### src/rtl/cci_mpf_prim_tx_buffer_multi.sv
// N-channel latency-insensitive Tx request buffer.
// Each channel is an independent FIFO with an arbitrary (non power-of-2) depth.
// Optional per-channel bypass lets a request reach the head combinationally
// when the FIFO is empty. Occupancy is reported per channel. Sticky
// overflow and underflow flags record illegal traffic until reset.
module cci_mpf_prim_tx_buffer_multi #(
  parameter int N_CHANNELS = 2,
  parameter int N_DATA_BITS = 64,
  parameter int THRESHOLD = 8,
  parameter int N_ENTRIES = THRESHOLD + 4,
  parameter logic [N_CHANNELS-1:0] BYPASS_MASK = N_CHANNELS'(1),
  localparam int CNT_BITS = $clog2(N_ENTRIES + 1)
) (
  input  logic                              clk,
  input  logic                              reset,
  input  logic [N_CHANNELS-1:0]             enq_en,
  input  logic [N_CHANNELS*N_DATA_BITS-1:0] enq_data,
  output logic [N_CHANNELS-1:0]             almostFull,
  output logic [N_CHANNELS*N_DATA_BITS-1:0] first,
  output logic [N_CHANNELS-1:0]             notEmpty,
  input  logic [N_CHANNELS-1:0]             deq_en,
  output logic [N_CHANNELS*CNT_BITS-1:0]    occupancy,
  output logic [N_CHANNELS-1:0]             overflow_err,
  output logic [N_CHANNELS-1:0]             underflow_err
);

  localparam int PTR_BITS = (N_ENTRIES > 1) ? $clog2(N_ENTRIES) : 1;

  // Reject depths that cannot hold more than the back-pressure slack.
  if (!(N_ENTRIES > THRESHOLD && N_ENTRIES >= 2)) begin : g_param_check
    $error("cci_mpf_prim_tx_buffer_multi: N_ENTRIES must exceed THRESHOLD and be at least 2");
  end

  // Pointers wrap explicitly so any depth works, not just powers of 2.
  function automatic logic [PTR_BITS-1:0] ptr_inc(input logic [PTR_BITS-1:0] p);
    return (p == PTR_BITS'(N_ENTRIES - 1)) ? '0 : p + PTR_BITS'(1);
  endfunction

  genvar gi;
  for (gi = 0; gi < N_CHANNELS; gi++) begin : g_chan
    logic [N_DATA_BITS-1:0] storage [N_ENTRIES];
    logic [PTR_BITS-1:0]    wr_ptr_reg;
    logic [PTR_BITS-1:0]    rd_ptr_reg;
    logic [CNT_BITS-1:0]    count_reg;
    logic                   overflow_reg;
    logic                   underflow_reg;
    logic [N_DATA_BITS-1:0] enq_word;
    logic                   is_empty;
    logic                   is_full;
    logic                   bypass_active;
    logic                   head_valid;
    logic                   eff_enq;
    logic                   eff_deq;

    assign enq_word      = enq_data[gi*N_DATA_BITS +: N_DATA_BITS];
    assign is_empty      = (count_reg == '0);
    assign is_full       = (count_reg == CNT_BITS'(N_ENTRIES));
    assign bypass_active = BYPASS_MASK[gi] && is_empty;
    assign head_valid    = bypass_active ? enq_en[gi] : !is_empty;
    assign eff_deq       = deq_en[gi] && !is_empty;
    // A bypassed request that is dequeued in the same cycle never gets stored.
    assign eff_enq       = enq_en[gi] && (!is_full || eff_deq)
                           && !(bypass_active && deq_en[gi]);

    // Payload storage: written on the edge, read asynchronously at the head.
    always_ff @(posedge clk) begin
      if (!reset && eff_enq) begin
        storage[wr_ptr_reg] <= enq_word;
      end
    end

    // Pointer, count and sticky error state.
    always_ff @(posedge clk) begin
      if (reset) begin
        wr_ptr_reg    <= '0;
        rd_ptr_reg    <= '0;
        count_reg     <= '0;
        overflow_reg  <= 1'b0;
        underflow_reg <= 1'b0;
      end else begin
        if (eff_enq) wr_ptr_reg <= ptr_inc(wr_ptr_reg);
        if (eff_deq) rd_ptr_reg <= ptr_inc(rd_ptr_reg);
        count_reg <= count_reg + CNT_BITS'(eff_enq) - CNT_BITS'(eff_deq);
        if (enq_en[gi] && is_full && !eff_deq) overflow_reg <= 1'b1;
        if (deq_en[gi] && !head_valid) underflow_reg <= 1'b1;
      end
    end

    assign first[gi*N_DATA_BITS +: N_DATA_BITS] =
      bypass_active ? enq_word : storage[rd_ptr_reg];
    assign notEmpty[gi]      = head_valid;
    // Decoded from the count register only; reset forces back-pressure.
    assign almostFull[gi]    = reset ||
      ((CNT_BITS'(N_ENTRIES) - count_reg) <= CNT_BITS'(THRESHOLD));
    assign occupancy[gi*CNT_BITS +: CNT_BITS] = count_reg;
    assign overflow_err[gi]  = overflow_reg;
    assign underflow_err[gi] = underflow_reg;
  end

endmodule

### config.mk
export PLATFORM = sky130hd
export DESIGN_NAME = cci_mpf_prim_tx_buffer_multi
export DESIGN_NICKNAME = d
export VERILOG_FILES = /design/src/rtl/cci_mpf_prim_tx_buffer_multi.sv
export SDC_FILE = /design/constraint.sdc
export NUM_CORES = 1
export LEC_CHECK = 0
export BUFFER_PORTS_ARGS = -buffer_cell sky130_fd_sc_hd__buf_2
export CAP_MARGIN = 10
export CORE_UTILIZATION = 65
export DETAILED_ROUTE_END_ITERATION = 7
export GPL_ROUTABILITY_DRIVEN = 0
export PLACE_DENSITY = 0.84
export SLEW_MARGIN = 20
export SYNTH_ARGS = -nofsm -noshare
export SYNTH_HDL_FRONTEND = slang
export SYNTH_SLANG_ARGS = --single-unit
### constraint.sdc
create_clock -name clk -period 16.2 [get_ports clk]
set_input_delay 3.24 -clock clk [delete_from_list [all_inputs] [get_ports clk]]
set_output_delay 3.24 -clock clk [all_outputs]
set_load 0.02 [all_outputs]
# Word level (Yosys, flattened, before mapping)
# Memory sizes are Yosys's and may differ from the RTL's. A register that Yosys moved wholly into a read port is not among the register bits.
# Index checks and enable logic that the tools add are counted.
# classes
n_addsub	10
n_lt_le_gt_ge	2
n_eq_ne	6
mux	14
n_reduce_logical	29
# ops
operator	n
$mux W64	1
$mux W4	8
$eq A4 B4 Y1 const B	6
$add A4 B1 Y4 const B	4
$logic_and A1 B1 Y1	14
$logic_not A1 Y1	9
$add A4 B1 Y4	2
$le A4 B4 Y1 const B	2
$logic_not A4 Y1	2
$sub A4 B1 Y4	2
$sub A4 B4 Y4 const A	2
$mux W1	5
$logic_or A1 B1 Y1	4
# totals
reg_bits	28
ramBits	1536
inputBits	134
wordCells	73
n_memories	2
# mem_list
name	depth	word_bits	rd	rd_clocked_by_memory_dff	write_ports	line_no	source
g_chan[0].storage	12	64	1	1	1	41	logic [N_DATA_BITS-1:0] storage [N_ENTRIES];
g_chan[1].storage	12	64	1	1	1	41	

# Logic depth before layout (Yosys ltp)
# Gate-level depths: netlist (run 1).
# logic_depth
depth_word	9
ltp_mapped	13
mapped_depth_nobuf	12

# Worst setup path before layout (run 1)
# Ideal clock, no wire load.
# synth_path
path_type	input port to flip-flop
startpoint	input port deq_en[1]
endpoint	memory g_chan[1].storage[4][0], enable pin
setup_ns	0.666
t_arrival_ns	10.353
t_required_ns	15.534
slack_ns	5.180
path_stages	4
n_path_buf	1
cell_sequence	nand2b_1 a31o_2 buf_2 nor4b_1
# synth_between
elab_chain_cells	6
# synth_rtl
item	line_no	source
start: declaration	21	input logic [N_CHANNELS-1:0] deq_en,
$logic_and A1 B1 Y1	60	assign eff_deq = deq_en[gi] && !is_empty;
$logic_or A1 B1 Y1	62	assign eff_enq = enq_en[gi] && (!is_full || eff_deq)
$logic_and A1 B1 Y1	62	
$logic_and A1 B1 Y1	67	if (!reset && eff_enq) begin
$mux W1	67	
$mux W1 (not written as such)	68	storage[wr_ptr_reg] <= enq_word;
end: declaration	41	
# No other way between the ends.

==> qor.csv, run 1 <==
stage,metric,value,unit
final_layout,area delta synth->final,12.3,%
worst_setup_path,Worst EP arrival,4.60,ns
yosys,post-synth net total,2850,
worst_setup_path,slowest CP cell,buf_4,
global_route,vias in the first global route,31300,
routing,Antenna Nets Post-Route,0,
timing,slew margin rel.,0.221,
pwr,Pleak,21.1,nW
yosys,sequential area share after synthesis,0.772,
final_layout,fin util,0.740,
timing,# setup viols final,0,
yosys,Synth async-reset ratio,0,
global_route,Overall Global Routing Usage,0.303,
timing,Fin. Hold Viols,0,
placed_design,DP Worst Slack,8.72,ns
worst_setup_path,highest net fanout along the worst path,70,
routing,drt total wl,141000,um
worst_setup_path,Crit path top cell by count,buf_4,
pwr,Peak VDD IR,124,uV
yosys,Area contributors post-synth,"edfxtp_1, mux4_2, mux2i_1",
flow_run,Max-Cap Viols,0,
routing,WL/cell,32.0,um
timing,unrepaired setup endpoints after global routing,no,
timing,skew final,0.0288,ns
yosys,Synth area leader,edfxtp_1,
timing,transition time of the tightest slew-check pin,1.17,ns
routing,via count,29700,
routing,Initial DRT Pass Iterations,5,
routing,DR DRC count,0,
worst_setup_path,flop2flop setup slack,12.53,ns
worst_setup_path,CP endpoint kind,output port,
timing,Tcrit/Tclk final,0.484,
final_layout,largest reg by FF count,g_chan.storage,
global_route,first-pass GRT wire length,204000,um
min_path,hold path endpoint,g_chan[1].overflow_reg$_SDFFE_PP0P_,
cts,total CTS buffers,151,
yosys,ys flop type,edfxtp_1,
timing,final slew viol count,0,
worst_setup_path,CP required,12.96,ns
worst_setup_path,Reg2Reg Depth,7,
min_path,Hold Crit Depth,2,
global_route,largest net degree at the start of global routing,120,
yosys,Synth Cell Area,60700,um2
yosys,count of cell types in the netlist,47,
yosys,"EDFF count, synth",1536,
worst_setup_path,RR Startpoint,g_chan[0].count_reg[2]$_SDFF_PP0_,
timing,setup tns final,0,ns
die,initial core utilization,0.659,
final_layout,design area,68200,um2
cts,Clock Root Buffer,clkbuf_16,
final_layout,nets,3174,
die,die height,308,um
cts,CTS tree,done,
global_route,initial antenna violation count,23,
timing,minimum clock period,7.84,ns
cts,Max clock buf depth,3,
min_path,Worst Hold Class,register to register,
cts,clk_lat worst skew,0.77,ns
final_layout,layout cells sized above 1,0.328,
yosys,post-synth top area share,0.760,
worst_setup_path,Worst path max stage delay,0.95,ns
die,I/O pins,278,
yosys,number of synthesized register bits,1572,
run_status,status,"complete, no violations",
placed_design,area post-placement,63200,um2
placed_design,Port-buffer cells,277,
cts,# resized after CTS,0,
die,die width,308,um
placed_design,Placed Cells,4103,
worst_setup_path,worst setup path category,register to output port,
cts,quantity of hold-fixing buffers added after cts,0,
yosys,Mean Syn Cell Area,22.6,um2
timing,Setup WS post-layout,8.36,ns
cts,clk slew on worst S/H paths,0.06,ns
placed_design,DP HPWL,68600,um
worst_setup_path,Startpoint Class,register,
timing,fmax,127,MHz
worst_setup_path,r2r endpoint,g_chan[0].storage[11][39]$_DFFE_PP_,
final_layout,max reg flops,1536,
die,num rows,111,
cts,clock sinks,1572,
routing,drt first-iter violations,3651,
cts,total setup buffers inserted after CTS,0,
cts,CTS H-tree lvls,4,
final_layout,final std cells w/o fill,4396,
global_route,gr ovfl total,0,
yosys,gate count after technology mapping,2690,
die,die area,94600,um2
die,Placeable Area,92100,um2
yosys,Synth warnings,0,
min_path,Hold Path Origin,g_chan[1].overflow_reg$_SDFFE_PP0P_,
routing,vias per cell,6.75,
pwr,P per Cell Area,147,nW/um2
worst_setup_path,CP Cell Sequence,"buf_4, buf_4, mux4_2, mux2i_1, o21ai_1, buf_2",
synth_stat cells (all sizes together) (2+ instances only):
cell type	count
a211o	2
a21o	2
a21oi	12
a22oi	63
a31oi	4
a41oi	2
and2	19
and3	4
buf	106
clkbuf	43
dfxtp	36
edfxtp	1536
fa	2
ha	24
inv	25
mux2i	132
mux4	384
nand2	84
nand2b	6
nand3	7
nor2	28
nor2b	4
nor4	6
nor4b	3
o21ai	135
o2bb2ai	2
o31ai	2
or3	2
or3b	3
xnor2	2
xor2	2
worst max path at each step:
stage,from,end,slack (ns)
detailed placement,reset,almostFull[0],8.72
global route,register,first[87],8.18
global placement,reset,almostFull[0],8.78
finish,register,first[89],8.36
CTS,register,first[89],8.32
floorplan,deq_en[1],g_chan[1].storage[4][0]$_DFFE_PP_,5.18
power by group:
part           switching, mW  internal [mW]  total [mW]  leakage [nW]
Combinational           1.07          0.764        1.84          4.52
Sequential            0.0882           4.54        4.63          14.1
Clock                   1.50           2.04        3.54          2.44
Total                   2.66           7.35        10.0          21.1
metal layers:
| metal | GRT usage | part of all wire | wire length, um | up-vias |
|---|---|---|---|---|
| met4 | 0.135 | 0.040 | 5670 | 14 |
| met2 | 0.494 | 0.51 | 71400 | 1797 |
| met1 | 0.402 | 0.36 | 51000 | 15500 |
| met3 | 0.0606 | 0.089 | 12500 | 380 |
| met5 | 0 | 0.00065 | 91 | - |
| li1 | - | - | - | 12000 |
metrics by stage:
step / total power [mW] / hold WS [ns]
after floorplan: 6.01 / 0.438
after global placement: 6.47 / 0.459
after detailed placement: 6.53 / 0.462
after CTS: 10.0 / 0.479
after global routing: 10.3 / 0.520
final: 10.0 / 0.474
worst max-delay path, delay by kind of cell, from the launching register on:
kind	cells	cell delay (ns)
buf+inv	3	2.07
flops	1	0.93
mux	2	0.63
compound gates	1	0.09
cell families after synthesis:
group / synth area share
AOI/OAI and AO/OA: 0.0277
buffers and inverters: 0.0174
muxes: 0.164
xor gates and xnor gates: 0.000577
DFF: 0.772
and+or+nand+nor: 0.0130
adders and majority gates: 0.00561
cells in the final DEF, fill, tap and decap left out, types with 3 or more instances in the layout:
master and count:
dfxtp_4 7, nor2b_1 4, mux2i_1 132, and3_4 4, clkinvlp_4 5, a21oi_1 12
inv_6 6, clkinv_1 26, bufinv_16 15, clkinv_2 31, nand2_1 84, clkbuf_16 158
buf_12 3, dfxtp_1 29, buf_4 40, inv_1 25, o21ai_1 127, nor2_1 28
clkbuf_8 4, a22oi_1 3, a22oi_2 60, buf_2 277, nor4_2 4, diode_2 15
and2_4 18, clkbuf_1 28, clkinv_8 3, ha_1 24, mux4_2 384, o21ai_0 8
nand3_1 7, nand2b_1 5, a31oi_1 4, edfxtp_1 1536
area by class of cell:
cell class	instances	area [um2]
inverter	25	93.8
clock buffer	190	4110
tap	1243	1560
multi-input combinational	944	12900
antenna	15	37.5
sequential	1572	46900
clock inverter	87	851
fill	4855	23900
timing repair buffer	320	1750
(Power assumes the default switching activity.)
==> run 2, diff against run 1 <==
--- a/config.mk
+++ b/config.mk
@@ -7,10 +7,10 @@
 export LEC_CHECK = 0
 export BUFFER_PORTS_ARGS = -buffer_cell sky130_fd_sc_hd__buf_2
 export CAP_MARGIN = 10
-export CORE_UTILIZATION = 65
+export CORE_UTILIZATION = 55
 export DETAILED_ROUTE_END_ITERATION = 7
 export GPL_ROUTABILITY_DRIVEN = 0
-export PLACE_DENSITY = 0.84
+export PLACE_DENSITY = 0.75
 export SLEW_MARGIN = 20
 export SYNTH_ARGS = -nofsm -noshare
 export SYNTH_HDL_FRONTEND = slang
==> constraint.sdc (replaced) <==
create_clock -name clk -period 7.1 [get_ports clk]
set_input_delay 1.42 -clock clk [delete_from_list [all_inputs] [get_ports clk]]
set_output_delay 1.42 -clock clk [all_outputs]
set_load 0.02 [all_outputs]
==> qor.csv, run 2 (synthesis results as in run 1) <==
stage,metric,value,unit
pwr,clock group share of total power,0.344,
worst_setup_path,worst setup path category,register to output port,
final_layout,largest reg by FF count,g_chan.storage,
die,die width,334,um
cts,quantity of hold-fixing buffers added after cts,0,
routing,vias per cell,6.11,
cts,CTS H-tree lvls,4,
worst_setup_path,Worst EP arrival,3.61,ns
cts,total setup buffers inserted after CTS,0,
placed_design,DP Worst Slack,2.78,ns
run_status,status,"complete, no violations",
timing,final slew viol count,0,
pwr,sw frac,0.266,
timing,setup tns final,0,ns
final_layout,nets,3185,
final_layout,"commonest non-fill, non-tap cell in the layout",edfxtp_1,
routing,drt first-iter violations,2520,
die,Placeable Area,109000,um2
timing,hold_ws,0.476,ns
timing,unrepaired setup endpoints after global routing,no,
global_route,largest net degree at the start of global routing,105,
global_route,vias in the first global route,29900,
min_path,Worst Hold Class,register to register,
worst_setup_path,Reg2Reg Depth,7,
global_route,gr ovfl total,0,
die,die area,112000,um2
worst_setup_path,CP Cell Sequence,"inv_1, ha_1, or3b_4, and2_4, buf_4, a22oi_2, o21ai_1, buf_2",
worst_setup_path,CP required,5.68,ns
timing,Setup WS post-layout,2.07,ns
worst_setup_path,slowest CP cell,buf_4,
final_layout,sequential cell area,46900,um2
flow_run,Max-Cap Viols,0,
pwr,Sequential Power Share,0.469,
routing,DR DRC count,0,
pwr,Gate power share,0.187,
cts,Clock Root Buffer,clkbuf_16,
routing,via count,28300,
routing,drt total wl,128000,um
cts,Max clock buf depth,3,
timing,Fin. Hold Viols,0,
die,die height,334,um
final_layout,max reg flops,1536,
timing,minimum clock period,5.03,ns
final_layout,fill count,7135,
placed_design,DP HPWL,68600,um
worst_setup_path,Crit path buffers/inverters,3,
pwr,Tot Pwr,22.4,mW
cts,clk_lat worst skew,0.76,ns
timing,fmax,199,MHz
final_layout,layout cells sized above 1,0.323,
die,initial core utilization,0.556,
min_path,hold path endpoint,g_chan[0].underflow_reg$_SDFFE_PP0P_,
final_layout,area delta synth->final,12.6,%
worst_setup_path,highest net fanout along the worst path,28,
worst_setup_path,CP endpoint kind,output port,
final_layout,multi-input combinational cell area,12900,um2
worst_setup_path,crit-path leading delay family,buffers and inverters,
pwr,Internal,16.4,mW
worst_setup_path,flop2flop setup slack,3.48,ns
worst_setup_path,Startpoint Class,register,
worst_setup_path,r2r endpoint,g_chan[1].storage[3][8]$_DFFE_PP_,
cts,total CTS buffers,155,
pwr,Peak VDD IR,251,uV
cts,clock sinks,1572,
cts,CTS tree,done,
timing,slew margin rel.,0.374,
final_layout,design area,68300,um2
global_route,initial antenna violation count,24,
timing,# setup viols final,0,
final_layout,most frequent cells in the layout,"edfxtp_1, mux4_2, buf_2",
worst_setup_path,Worst path max stage delay,0.57,ns
min_path,Hold Crit Depth,2,
worst_setup_path,RR Startpoint,g_chan[1].count_reg[2]$_SDFF_PP0_,
global_route,Overall Global Routing Usage,0.232,
global_route,first-pass GRT wire length,191000,um
routing,WL/cell,27.6,um
routing,Antenna Nets Post-Route,0,
timing,Tcrit/Tclk final,0.708,
pwr,Pleak,21.0,nW
cts,clk slew on worst S/H paths,0.06,ns
die,num rows,121,
routing,Initial DRT Pass Iterations,7,
placed_design,Port-buffer cells,277,
placed_design,area post-placement,63600,um2
min_path,Hold Path Origin,g_chan[0].underflow_reg$_SDFFE_PP0P_,
pwr,P per Cell Area,328,nW/um2
timing,skew final,0.0331,ns
timing,transition time of the tightest slew-check pin,0.939,ns
cts,# resized after CTS,0,
pwr,Net Switching,5.96,mW
die,I/O pins,278,
## run 2: cell count changes in the layout (fill, tap and decap cells not counted), sizes merged
cell      before  now
bufinv        15    5
buf          320  327
clkbuf       190  197
diode         15    9
inv           31   36
clkinvlp       5    3
clkinv        61   60
## run 2: power by group through the flow
stage | combinational (mW) | clock, mW | sequential [mW]
final | 4.19 | 7.70 | 10.5
after global routing | 4.48 | 8.14 | 10.5
after CTS | 4.25 | 7.80 | 10.5
after detailed placement | 4.23 | 0 | 10.7
after global placement | 4.16 | 0 | 10.7
after floorplan | 3.08 | 0 | 10.6
## run 2: tightest hold or removal path, stage by stage, from the launching register on
cell	delay, ns
dfxtp_1	0.32
a31oi_1	0.04
nor2_1	0.07
## run 2: per-stage QoR
step,cells,util
6_report,4629,0.626
5_1_grt,4626,0.626
4_1_cts,4620,0.626
3_5_place_dp,4344,0.582
3_3_place_gp,4343,0.582
2_1_floorplan,2690,-
## run 2: worst max-delay path by stage
stage                                            from                                   to  slack, ns  depth (start not counted)
floorplan                                   deq_en[1]    g_chan[1].storage[5][0]$_DFFE_PP_      -1.55                          4
global placement                            deq_en[0]  g_chan[0].storage[11][19]$_DFFE_PP_       2.80                          6
detailed placement                          deq_en[0]  g_chan[0].storage[10][19]$_DFFE_PP_       2.78                          6
CTS                 g_chan[0].count_reg[2]$_SDFF_PP0_                            first[57]       2.03                          8
global route                                 register                            first[64]       1.98                          6
finish              g_chan[0].count_reg[2]$_SDFF_PP0_                            first[57]       2.07                          8
## run 2: per-layer routing
layer	track usage	up-vias	wire, um
li1	-	12000	-
met1	0.293	14900	47700
met5	0	-	104
met2	0.401	1106	66900
met3	0.0500	232	9620
met4	0.0775	16	3330
## run 2: area by class of cell
| class | count | share of cell area |
|---|---|---|
| diodes | 9 | 0.000330 |
| clock buffers | 197 | 0.0604 |
| clock inverters | 79 | 0.00930 |
| inverters | 25 | 0.00137 |
| multi-input cells | 944 | 0.189 |
| flip-flops and latches | 1572 | 0.686 |
| well taps | 1476 | 0.0270 |
| repair buffers | 327 | 0.0268 |
